`config.mk`:
```
export PLATFORM = sky130hd
export DESIGN_NAME = dmem_arbiter_flat
export DESIGN_NICKNAME = d
export VERILOG_FILES = /design/src/rtl/dmem_arbiter_if.sv /design/src/rtl/dmem_arbiter.sv /design/src/flat_wrapper.sv
export SDC_FILE = /design/constraint.sdc
export NUM_CORES = 1
export LEC_CHECK = 0
export BUFFER_PORTS_ARGS = -buffer_cell sky130_fd_sc_hd__buf_2
export CAP_MARGIN = 20
export CORE_AREA = 2 2 117 119
export CTS_BUF_LIST = sky130_fd_sc_hd__clkbuf_4 sky130_fd_sc_hd__clkbuf_8
export DETAILED_ROUTE_END_ITERATION = 8
export DIE_AREA = 0 0 119 121
export PLACE_DENSITY = 0.64
export SYNTH_ARGS = -nofsm -noshare
export SYNTH_HDL_FRONTEND = slang
export SYNTH_SLANG_ARGS = --single-unit
export TNS_END_PERCENT = 10
```
`constraint.sdc`:
```
create_clock -name clk -period 2.4 [get_ports clk]
set_input_delay 0.48 -clock clk [delete_from_list [all_inputs] [get_ports clk]]
set_output_delay 0.48 -clock clk [all_outputs]
set_load 0.005 [all_outputs]
```
`src/rtl/dmem_arbiter_if.sv`:
```
// Two-requester data-memory bus bundle: requester handshakes, responses, and the dmem port.
// No storage of its own; timing is set by the arbiter that sits on the slave side.
// Requests are held by the requester until its grant; the bus carries no other stall.
interface dmem_arbiter_if #(
    parameter int WIDTH = 32
);
    logic             req0;
    logic             we0;
    logic [WIDTH-1:0] a0;
    logic [WIDTH-1:0] wd0;
    logic             gnt0;
    logic             rvalid0;
    logic [WIDTH-1:0] rd0;
    logic             err0;

    logic             req1;
    logic             we1;
    logic [WIDTH-1:0] a1;
    logic [WIDTH-1:0] wd1;
    logic             gnt1;
    logic             rvalid1;
    logic [WIDTH-1:0] rd1;
    logic             err1;

    logic             mem_we;
    logic [WIDTH-1:0] mem_a;
    logic [WIDTH-1:0] mem_wd;
    logic [WIDTH-1:0] mem_rd;

    // Arbiter side: takes requests and memory read data, drives grants, responses, memory controls.
    modport slave (
        input  req0, we0, a0, wd0, req1, we1, a1, wd1, mem_rd,
        output gnt0, rvalid0, rd0, err0, gnt1, rvalid1, rd1, err1,
        output mem_we, mem_a, mem_wd
    );

    // Environment side: requesters plus the memory model.
    modport master (
        output req0, we0, a0, wd0, req1, we1, a1, wd1, mem_rd,
        input  gnt0, rvalid0, rd0, err0, gnt1, rvalid1, rd1, err1,
        input  mem_we, mem_a, mem_wd
    );
endinterface

```
`src/rtl/dmem_arbiter.sv`:
```
// Arbitrates two requesters onto one dmem (sync write, comb read); DMEM_ARBITER_RR_EN selects round-robin.
// Grant is combinational in the request cycle; response (rvalid/rd/err) arrives exactly one cycle later.
// A requester not granted simply keeps its request held; one access per cycle is sustained.
module dmem_arbiter #(
    parameter int WIDTH = 32,
    parameter int SIZE  = 64
) (
    input  logic          clk,
    input  logic          reset,
    dmem_arbiter_if.slave bus
);
    // Priority pointer encoding: which requester wins when both ask at once.
    localparam logic [0:0] PTR0 = 1'b0;
    localparam logic [0:0] PTR1 = 1'b1;

    localparam logic [WIDTH-1:0] SIZE_W = WIDTH'(SIZE);

    logic [0:0]       ptr_q, ptr_d;
    logic             gnt0_c, gnt1_c;
    logic             sel_we;
    logic [WIDTH-1:0] sel_a, sel_wd;
    logic             in_range;
    logic [WIDTH-1:0] rsp_rd;

    logic             rvalid0_q, rvalid1_q;
    logic             err0_q, err1_q;
    logic [WIDTH-1:0] rd0_q, rd1_q;

    // Grant decision: a lone request always wins; on conflict the pointer decides. Nothing is granted in reset.
    always_comb begin
        gnt0_c = reset & bus.req0 & (~bus.req1 | (ptr_q == PTR0));
        gnt1_c = reset & bus.req1 & (~bus.req0 | (ptr_q == PTR1));
    end

    // Steer the granted request onto the memory port; idle cycles present all-zero controls.
    always_comb begin
        sel_we = 1'b0;
        sel_a  = '0;
        sel_wd = '0;
        if (gnt1_c) begin
            sel_we = bus.we1;
            sel_a  = bus.a1;
            sel_wd = bus.wd1;
        end else if (gnt0_c) begin
            sel_we = bus.we0;
            sel_a  = bus.a0;
            sel_wd = bus.wd0;
        end
    end

    // Word-aligned and inside the array; anything else is an error and must never reach the write port.
    always_comb begin
        in_range = (sel_a[1:0] == 2'b00) && ({2'b00, sel_a[WIDTH-1:2]} < SIZE_W);
        rsp_rd   = (sel_we || !in_range) ? '0 : bus.mem_rd;
    end

    assign bus.mem_we = (gnt0_c | gnt1_c) & sel_we & in_range;
    assign bus.mem_a  = sel_a;
    assign bus.mem_wd = sel_wd;
    assign bus.gnt0   = gnt0_c;
    assign bus.gnt1   = gnt1_c;

    // Pointer update: flip after each resolved conflict when round-robin is built in, else pinned to requester 0.
    always_comb begin
`ifdef DMEM_ARBITER_RR_EN
        ptr_d = ptr_q;
        if (reset && bus.req0 && bus.req1) begin
            ptr_d = (ptr_q == PTR0) ? PTR1 : PTR0;
        end
`else
        ptr_d = PTR0;
`endif
    end

    // Capture the response of the access granted this cycle; rd holds until the next grant to that requester.
    always_ff @(posedge clk) begin
        if (!reset) begin
            ptr_q     <= PTR0;
            rvalid0_q <= 1'b0;
            rvalid1_q <= 1'b0;
            err0_q    <= 1'b0;
            err1_q    <= 1'b0;
            rd0_q     <= '0;
            rd1_q     <= '0;
        end else begin
            ptr_q     <= ptr_d;
            rvalid0_q <= gnt0_c;
            rvalid1_q <= gnt1_c;
            err0_q    <= gnt0_c & ~in_range;
            err1_q    <= gnt1_c & ~in_range;
            if (gnt0_c) begin
                rd0_q <= rsp_rd;
            end
            if (gnt1_c) begin
                rd1_q <= rsp_rd;
            end
        end
    end

    // A response still in flight when reset arrives is dropped rather than presented.
    assign bus.rvalid0 = rvalid0_q & reset;
    assign bus.rvalid1 = rvalid1_q & reset;
    assign bus.err0    = err0_q & reset;
    assign bus.err1    = err1_q & reset;
    assign bus.rd0     = rd0_q;
    assign bus.rd1     = rd1_q;
endmodule

```
`src/flat_wrapper.sv`:
```
// flat-port wrapper written by rule: the top's interface ports become plain ports
module dmem_arbiter_flat 
#(
    parameter int WIDTH = 32,
    parameter int SIZE  = 64
)
  (clk, reset, bus_req0, bus_we0, bus_a0, bus_wd0, bus_req1, bus_we1, bus_a1, bus_wd1, bus_mem_rd, bus_gnt0, bus_rvalid0, bus_rd0, bus_err0, bus_gnt1, bus_rvalid1, bus_rd1, bus_err1, bus_mem_we, bus_mem_a, bus_mem_wd);
  dmem_arbiter_if #(.WIDTH(WIDTH)) bus_i ();
  input  logic clk;
  input  logic reset;
  input wire logic [$bits(bus_i.req0)-1:0] bus_req0;
  input wire logic [$bits(bus_i.we0)-1:0] bus_we0;
  input wire logic [$bits(bus_i.a0)-1:0] bus_a0;
  input wire logic [$bits(bus_i.wd0)-1:0] bus_wd0;
  input wire logic [$bits(bus_i.req1)-1:0] bus_req1;
  input wire logic [$bits(bus_i.we1)-1:0] bus_we1;
  input wire logic [$bits(bus_i.a1)-1:0] bus_a1;
  input wire logic [$bits(bus_i.wd1)-1:0] bus_wd1;
  input wire logic [$bits(bus_i.mem_rd)-1:0] bus_mem_rd;
  output wire logic [$bits(bus_i.gnt0)-1:0] bus_gnt0;
  output wire logic [$bits(bus_i.rvalid0)-1:0] bus_rvalid0;
  output wire logic [$bits(bus_i.rd0)-1:0] bus_rd0;
  output wire logic [$bits(bus_i.err0)-1:0] bus_err0;
  output wire logic [$bits(bus_i.gnt1)-1:0] bus_gnt1;
  output wire logic [$bits(bus_i.rvalid1)-1:0] bus_rvalid1;
  output wire logic [$bits(bus_i.rd1)-1:0] bus_rd1;
  output wire logic [$bits(bus_i.err1)-1:0] bus_err1;
  output wire logic [$bits(bus_i.mem_we)-1:0] bus_mem_we;
  output wire logic [$bits(bus_i.mem_a)-1:0] bus_mem_a;
  output wire logic [$bits(bus_i.mem_wd)-1:0] bus_mem_wd;
  assign bus_i.req0 = bus_req0;
  assign bus_i.we0 = bus_we0;
  assign bus_i.a0 = bus_a0;
  assign bus_i.wd0 = bus_wd0;
  assign bus_i.req1 = bus_req1;
  assign bus_i.we1 = bus_we1;
  assign bus_i.a1 = bus_a1;
  assign bus_i.wd1 = bus_wd1;
  assign bus_i.mem_rd = bus_mem_rd;
  assign bus_gnt0 = bus_i.gnt0;
  assign bus_rvalid0 = bus_i.rvalid0;
  assign bus_rd0 = bus_i.rd0;
  assign bus_err0 = bus_i.err0;
  assign bus_gnt1 = bus_i.gnt1;
  assign bus_rvalid1 = bus_i.rvalid1;
  assign bus_rd1 = bus_i.rd1;
  assign bus_err1 = bus_i.err1;
  assign bus_mem_we = bus_i.mem_we;
  assign bus_mem_a = bus_i.mem_a;
  assign bus_mem_wd = bus_i.mem_wd;
  dmem_arbiter #(.WIDTH(WIDTH), .SIZE(SIZE)) u_core (.clk(clk), .reset(reset), .bus(bus_i));
endmodule
```
# After elaboration in Yosys (flattened, before gate mapping)

Cells that the tools add are included.

Flip-flop bits (word level): 68
Input bits: 166
Output and inout port bits: 135
Word-level logic and storage cells: 32

Order comparisons: 1
Multiplexer cells: 7
Bitwise gates (word level): 14
Reduce and logical (&&, ||, !) cells: 4

Operators with widths:

| cell                | count |
|---|---|
| $mux 32             | 5 |
| $lt 30x7->1 const B | 1 |
| $and 1x1->1         | 11 |
| $logic_not 2->1     | 1 |
| $mux 1              | 2 |
| $not 1->1           | 2 |
| $logic_and 1x1->1   | 1 |
| $logic_not 1->1     | 1 |
| $logic_or 1x1->1    | 1 |
| $or 1x1->1          | 1 |

# Longest topological paths before layout

Gate-level depths: netlist (run 1).

Word-level depth: 8
Depth in mapped cells: 9
Gate-level depth less buffers: 6

# Worst setup path after synthesis (run 1)

Ideal clock, no wire load.

Path kind: input to output
Start: input port bus_req0
End: output port bus_mem_we
Arrival: 1766 ps
Path slack: 154 ps
Stages: 7
Path buffers: 4
Cell sequence: buf_6 buf_6 clkbuf_1 nor2_1 clkbuf_1 a22oi_1 nor4_1

Longest elaborated chain between the ends: 6

Ends and longest elaborated chain:

| element                                        | line                                   | RTL |
|---|---|---|
| start, declared                                | flat_wrapper.sv:11                     | `input wire logic [$bits(bus_i.req0)-1:0] bus_req0;` |
| $and 1x1->1 or $not 1->1 (tied branches)       | dmem_arbiter.sv:31, dmem_arbiter.sv:32 |  |
| $mux 32 or $and 1x1->1 (tied branches)         | dmem_arbiter.sv:44, dmem_arbiter.sv:32 |  |
| $mux 32                                        | dmem_arbiter.sv:40                     | `if (gnt1_c) begin` |
| $lt 30x7->1 or $logic_not 2->1 (tied branches) | dmem_arbiter.sv:53                     | `in_range = (sel_a[1:0] == 2'b00) && ({2'b00, sel_a[WIDTH-1:2]} < SIZE_W);` |
| $logic_and 1x1->1                              | dmem_arbiter.sv:53                     |  |
| $and 1x1->1 *                                  | dmem_arbiter.sv:57                     | `assign bus.mem_we = (gnt0_c \| gnt1_c) & sel_we & in_range;` |
| end, declared                                  | flat_wrapper.sv:28                     | `output wire logic [$bits(bus_i.mem_we)-1:0] bus_mem_we;` |

Every way passes the cells marked *; elsewhere a longest branch is shown, timed or not.

# Final worst setup path (run 1)

Start: input port reset
End: output port bus_mem_we

Longest elaborated chain between the ends: 6

Ends and longest elaborated chain:

| element                                        | line                                   | RTL |
|---|---|---|
| start, declared                                | flat_wrapper.sv:10                     | `input logic reset;` |
| $and 1x1->1, on equally long branches          | dmem_arbiter.sv:31, dmem_arbiter.sv:32 |  |
| $mux 32 or $and 1x1->1 (tied branches)         | dmem_arbiter.sv:44, dmem_arbiter.sv:32 |  |
| $mux 32                                        | dmem_arbiter.sv:40                     |  |
| $lt 30x7->1 or $logic_not 2->1 (tied branches) | dmem_arbiter.sv:53                     |  |
| $logic_and 1x1->1                              | dmem_arbiter.sv:53                     |  |
| $and 1x1->1 *                                  | dmem_arbiter.sv:57                     |  |

Marked as above.

==> impl_results.md, run 1 <==
- Outcome: finished clean
- Count of flip-flops with a built-in enable after synthesis: 0
- Setup crit start kind: input pin
- Mean Syn Cell Area: 9.86 um^2
- Input/output buffers: 300
- Gate Count Post-Synth: 347
- Library cell used as clock root buffer: sky130_fd_sc_hd__clkbuf_8
- First-pass iteration count of the detailed router: 6
- Startpoint of the worst hold path: bus_mem_rd[19]
- Proportion of netlist area held by the largest area contributor: 39.8%
- Maximum net fanout on the critical path: 11
- Via count of the first global-routing pass: 4,291
- Hold path cells: 2
- Largest vdd supply drop: 0.000257 V
- Warnings from Yosys: 0
- Routability Congestion: 0.899
- Wire length reported by the detailed router: 15,000 um
- Area overhead of the layout relative to synthesis: 64.9%
- TritonCTS Buffers: 9
- Leading cell type in the layout, fill and taps excluded: sky130_fd_sc_hd__buf_2
- Fin Setup TNS: 0 ns
- Total power after layout: 2620 uW
- Measured slew at the worst slew-check pin: 0.810 ns
- Starting density of the core: 26.1%
- Post-route clock skew: 0 ns
- Hold slack: 0.373 ns
- Critical path type: in2out
- Async set-or-reset flop fraction in the synthesized netlist: 0%
- Final Hold Viols: 0
- Overall overflow remaining after global route: 0
- Cell breakdown of the critical path: buf_6, buf_12, buf_6, nand3_1, o21ai_1, nor4_2, nand2_1, nor4_2, buf_2
- Chip Width: 119 um
- Slowest stage cell on the critical path: sky130_fd_sc_hd__nor4_2
- CTS tree: built
- End point of the worst hold path: u_core.bus.rd1[19]
- Register area share after synthesis: 39.8%
- Relative slew slack: 45.8%
- Critical Path Start: reset
- Number of antenna violations at the first check in global routing: 3
- Netlist cell types: 33
- DRC viols: 0
- Clock latency of the later-clocked register in the worst-skew pair: 0.33 ns
- Share of final-layout standard cells stronger than drive strength 1: 61.4%
- Vias/cell: 4.88
- Arrival time at the worst endpoint: 1.89 ns
- Clock slew at reported path FFs: 0.07 ns
- Final critical path time including I/O delays and setup: 2.37 ns
- RR Endpoint: u_core.bus.rd0[1]
- Number of max-cap violations: 0
- CP Capture Type: output port
- Layout filler cell count: 1,321
- R2r startpoint: u_core.bus.rd0[1]
- Netlist Area Pre-Place: 0.00342 mm^2
- FMAX: 0.422 GHz
- Avg WL per Cell: 17.6 um
- I/O pins: 301
- Unrepaired setup endpoints after global routing: yes
- Final design area excluding fillers: 0.00564 mm^2
- Pin count of the biggest net entering global routing: 37
- Number of cells on the worst reg-to-reg path: 2
- Lkg Pwr: 0.00308 uW
- Placed cell areas: 0.00528 mm^2
- Number of register bits inferred by synthesis: 68
- DP Wirelength: 12,000 um
- Vias: 4,167
- H-Tree Level Count: 3
- Overall die area: 0.0144 mm^2
- Placeable core region: 0.0131 mm^2
- Y dimension of the die: 121 um
- Final design utilization: 43.1%
- Worst hold path type: in2reg
- Count of clock tree sinks: 68
- Number of nets in the layout: 837
- GR Util All Layers: 19.8%
- Flop-to-flop setup slack: 1.62 ns
- Most frequent cells in the layout: 298 x sky130_fd_sc_hd__buf_2, 70 x sky130_fd_sc_hd__a22o_1, 68 x sky130_fd_sc_hd__dfxtp_1, 45 x sky130_fd_sc_hd__buf_4, 33 x sky130_fd_sc_hd__nor2b_1
- CTS max path bufs: 2
- Delay of the slowest cell on the worst path: 0.33 ns
- DR iter-0 viols: 230
- Cell accounting for the most synthesized area: sky130_fd_sc_hd__dfxtp_1
- Portion of the clock cycle consumed by the worst path in the final layout: 98.7%
- Post-DRT Antenna Nets: 0
- Synthesized Nets: 513
- Critical path data required time: 1.92 ns
- P per Cell Area: 465 mW/mm^2
- Synth top area cells: sky130_fd_sc_hd__dfxtp_1 40%, sky130_fd_sc_hd__a22o_1 18%, sky130_fd_sc_hd__a32o_2 9.9%
- Most frequently used flop master after synthesis: sky130_fd_sc_hd__dfxtp_1
- Finish-stage setup viols: 0
- Max-slew violation count: 0
- Placement Rows: 42
- Wire length of the first global-routing pass: 22,500 um
## cells by family (layout without fill, tap and decap cells)
kind of cell	after synthesis	after routing	share of synthesized area [%]
and+or+nand+nor	109	109	20.4
buffers and inverters	41	370	6.99
other	0	2	0
AOI/OAI and AO/OA	129	129	32.8
DFF	68	68	39.8
## worst max-delay path: cells and delay by family
family	cells	cell delay, ns
AO/OA/AOI/OAI	1	0.10
buffers and inverters	4	0.54
AND/OR/NAND/NOR	4	0.77
## per-stage QoR
step	setup slack [ns]	instances
finish	0.0316	854
floorplan	0.154	347
detailed placement	-0.212	824
global route	-0.0207	854
CTS	0.0250	851
global placement	-0.188	823
## timing repair
| item | 4_1_cts | 5_1_grt |
|---|---|---|
| resized for setup | 17 | 3 |
| buffers inserted | 11 | 1 |
| setup endpoints to repair | 1 | 1 |
| gates cloned | 0 | 0 |
| hold buffers | 0 | 0 |
| pin swaps | 6 | 5 |
## sequential cells by signal, summed over array words and instances, names as in the netlist
| register | cells |
|---|---|
| u_core.rvalid1_q | 1 |
| u_core.err1_q | 1 |
| u_core.err0_q | 1 |
| u_core.bus.rd0 | 32 |
| u_core.rvalid0_q | 1 |
| u_core.bus.rd1 | 32 |
## cells in the mapped netlist, types with 3 or more instances
master and n:
sky130_fd_sc_hd__a32o_2 30, sky130_fd_sc_hd__and2_1 6, sky130_fd_sc_hd__nor4_1 4, sky130_fd_sc_hd__nor4_2 3, sky130_fd_sc_hd__dfxtp_1 68, sky130_fd_sc_hd__nor2_1 3
sky130_fd_sc_hd__nand3_1 22, sky130_fd_sc_hd__nor2b_1 34, sky130_fd_sc_hd__o21ai_0 17, sky130_fd_sc_hd__nand2_1 3, sky130_fd_sc_hd__buf_6 10, sky130_fd_sc_hd__a22o_1 70
sky130_fd_sc_hd__o21ai_1 5, sky130_fd_sc_hd__clkbuf_1 23, sky130_fd_sc_hd__buf_2 4, sky130_fd_sc_hd__nand2b_1 23
## power by group
group / leakage (uW) / total (uW) / switching [uW] / internal [uW]
Combinational: 0.00244 / 548 / 269 / 278
Clock: 0.0000958 / 942 / 457 / 485
Sequential: 0.000548 / 1130 / 1.15 / 1130
Total: 0.00308 / 2620 / 728 / 1890
## worst max-delay path by stage
stage                             end  slack (ns)  cells past startpoint
finish                     bus_mem_we        0.03                      9
global route               bus_mem_we       -0.02                      9
CTS                        bus_mem_we        0.03                      8
detailed placement  u_core.bus.rd0[8]       -0.21                     10
global placement           bus_mem_we       -0.19                      8
floorplan                  bus_mem_we        0.15                      7
## area by class of cell
type	count	area, um^2	share of cell area (%)
antenna	2	5.00	0.0887
clock buffer	9	124	2.20
clock inverter	7	76.3	1.35
inverter	1	3.75	0.0665
multi-input combinational	238	1870	33.1
sequential	68	1360	24.1
tap	176	220	3.90
timing repair buffer	353	1980	35.1
## metal layers
metal | up-vias | GRT usage, % | part of all wire [%]
met3 | 27 | 5.22 | 7.3
met5 | - | 0 | 0
met2 | 189 | 35.8 | 51
met4 | 0 | 9.45 | 4.0
met1 | 1968 | 21.6 | 38
li1 | 1983 | - | -
(Power assumes the default switching activity.)
==> inputs of run 2 (changes only) <==
--- a/config.mk
+++ b/config.mk
@@ -13,2 +13,3 @@
 export DIE_AREA = 0 0 119 121
+export GPL_TIMING_DRIVEN = 1
 export PLACE_DENSITY = 0.64
--- a/constraint.sdc
+++ b/constraint.sdc
@@ -3,2 +3,2 @@
 set_output_delay 0.48 -clock clk [all_outputs]
-set_load 0.005 [all_outputs]
+set_load 0.01 [all_outputs]
==> run 2 against run 1 <==
Net effect: the flow now finishes with violations (negative setup slack); largest cell class unchanged; sequential power hardly changed; wire length increased by 1.6%; maximum frequency is 1.5% lower; clock power up 3.2%; register-to-register slack hardly changed.
==> impl_results.md, run 2 (synthesis gave the netlist of run 1 again) <==
- Leading cell type in the layout, fill and taps excluded: sky130_fd_sc_hd__buf_2
- Max-slew violation count: 0 (unchanged)
- Input/output buffers: 300 (unchanged)
- CTS max path bufs: 2 (unchanged)
- Post-DRT Antenna Nets: 0 (unchanged)
- Clock slew at reported path FFs: 0.07 ns (about the same)
- RR Endpoint: u_core.bus.rd0[14]
- Vias: 4,336 (+4.1%)
- DRC viols: 0 (unchanged)
- Routability Congestion: 0.886 (-1.5%)
- Via count of the first global-routing pass: 4,482 (+4.5%)
- Final critical path time including I/O delays and setup: 2.40 ns (+0.0360 ns)
- Crit path setup slack, layout: -0.00449 ns (-0.0360 ns)
- Pre-CTS WS: -0.287 ns (-0.0755 ns)
- Delay of the slowest cell on the worst path: 0.30 ns (-0.03 ns)
- Portion of the clock cycle consumed by the worst path in the final layout: 100% (+1.5 points)
- Number of antenna violations at the first check in global routing: 1 (-2)
- Avg WL per Cell: 17.7 um (+0.36%)
- Total power after layout: 2780 uW (+6.0%)
- Finish-stage setup viols: 2 (+2)
- Placeable core region: 0.0131 mm^2 (unchanged)
- Starting density of the core: 26.1% (unchanged)
- First-pass iteration count of the detailed router: 4 (-2)
- Outcome: finished, violations left
- Violations in the final reports: negative setup slack
- Most frequent cells in the layout: 297 x sky130_fd_sc_hd__buf_2, 70 x sky130_fd_sc_hd__a22o_1, 68 x sky130_fd_sc_hd__dfxtp_1, 45 x sky130_fd_sc_hd__buf_4, 33 x sky130_fd_sc_hd__nor2b_1
- Placed cell areas: 0.00531 mm^2 (+0.40%)
- Number of cells on the worst reg-to-reg path: 2 (unchanged)
- Number of nets in the layout: 849 (+1.4%)
- Vias/cell: 5.01 (+2.7%)
- Hold path cells: 2 (unchanged)
- Maximum net fanout on the critical path: 7 (-4)
- Share of final-layout standard cells stronger than drive strength 1: 65.4% (+4.0 points)
- Pin count of the biggest net entering global routing: 52 (+41%)
- DR iter-0 viols: 194 (-16%)
- Overall die area: 0.0144 mm^2 (unchanged)
- Final design utilization: 46.6% (+3.5 points)
- Fin Setup TNS: -0.00558 ns (-0.00558 ns)
- R2r startpoint: u_core.bus.rd0[14]
- Final Hold Viols: 0 (unchanged)
- Placement Rows: 42 (unchanged)
- Post-route clock skew: 0 ns (unchanged)
- Cell breakdown of the critical path: buf_12, bufbuf_16, nand2b_4, o21ai_2, nor4_2, inv_1, nor4_4, buf_2
- GR Util All Layers: 20.2% (+0.41 points)
- Chip Width: 119 um (unchanged)
- Largest vdd supply drop: 0.000249 V (-3.0%)
- Critical Path Start: bus_req0
- CTS tree: built
- Relative slew slack: 64.0% (+18 points)
- Critical path data required time: 1.92 ns (about the same)
- P per Cell Area: 456 mW/mm^2 (-1.9%)
- Library cell used as clock root buffer: sky130_fd_sc_hd__clkbuf_8
- Worst hold path type: in2reg
- Critical path type: in2out
- Wire length of the first global-routing pass: 23,100 um (+2.7%)
- FMAX: 0.416 GHz (-1.5%)
- Final design area excluding fillers: 0.00609 mm^2 (+8.1%)
- Measured slew at the worst slew-check pin: 0.535 ns (-0.275 ns)
- Number of max-cap violations: 0 (unchanged)
- Setup crit start kind: input pin
- TritonCTS Buffers: 9 (unchanged)
- Wire length reported by the detailed router: 15,300 um (+1.6%)
- Unrepaired setup endpoints after global routing: yes
- I/O pins: 301 (unchanged)
- Lkg Pwr: 0.00330 uW (+7.0%)
- Count of clock tree sinks: 68 (unchanged)
- Area overhead of the layout relative to synthesis: 78.2%
- Worst Setup EP: bus_mem_we
- Flop-to-flop setup slack: 1.63 ns (about the same)
- CP Capture Type: output port
- H-Tree Level Count: 3 (unchanged)
- Clock latency of the later-clocked register in the worst-skew pair: 0.34 ns (about the same)
- Overall overflow remaining after global route: 0 (unchanged)
- Arrival time at the worst endpoint: 1.92 ns (+0.03 ns)
- Slowest stage cell on the critical path: sky130_fd_sc_hd__nor4_2
- DP Wirelength: 11,400 um (-5.0%)
- Y dimension of the die: 121 um (unchanged)
run 2: metrics by stage:
| step | cells | hold WS, ns |
|---|---|---|
| after floorplan | 347 | 0.522 |
| after CTS | 864 | 0.340 |
| after detailed placement | 827 | 0.461 |
| final | 865 | 0.364 |
| after global routing | 865 | 0.339 |
| after global placement | 827 | 0.455 |
run 2: worst min path at each step:
| stage | endpoint | from | slack (ns) |
|---|---|---|---|
| after floorplan | u_core.bus.rd1[0] | u_core.bus.rd1[0] | 0.52 |
| after global placement | u_core.bus.rd1[13] | u_core.bus.rd1[13] | 0.45 |
| after detailed placement | u_core.bus.rd1[22] | u_core.bus.rd1[22] | 0.46 |
| after CTS | u_core.bus.rd1[23] | bus_mem_rd[23] | 0.34 |
| after global routing | u_core.bus.rd1[22] | bus_mem_rd[22] | 0.34 |
| final | u_core.bus.rd1[22] | bus_mem_rd[22] | 0.36 |
run 2: metal layers:
layer,GRT usage [%],part of all wire (%),vias up
li1,-,-,2009
met1,21.2,37,2067
met2,37.6,52,224
met3,6.30,8.1,36
met4,7.89,2.8,0
met5,0,0,-
run 2: cell type report:
type	instances	area, um^2
diodes	1	2.50
clock buffers	11	151
clock inverters	5	58.8
fillers	1238	6990
inverters	1	3.75
multi-input cells	238	2060
flip-flops and latches	68	1360
well taps	176	220
repair buffers	365	2240
run 2: worst max-delay path: cells and delay by family:
kind	cells	cell delay (ns)
AND/OR/NAND/NOR	3	0.68
buffers and inverters	4	0.68
AO/OA/AOI/OAI	1	0.07
run 2: power by group:
group	switching, uW	internal (uW)	leakage [uW]	total [uW]
Clock	434	538	0.000102	972
Sequential	1.14	1130	0.000548	1130
Combinational	334	341	0.00265	675
Total	769	2010	0.00330	2780
run 2: what timing repair did:
| action | in CTS | in global routing |
|---|---|---|
| buffers inserted | 17 | 0 |
| hold buffers | 0 | 0 |
| gates resized for setup | 66 | 6 |
| cloned | 4 | 0 |
| pin swaps | 14 | 1 |
| endpoints found under the setup margin | 1 | 2 |
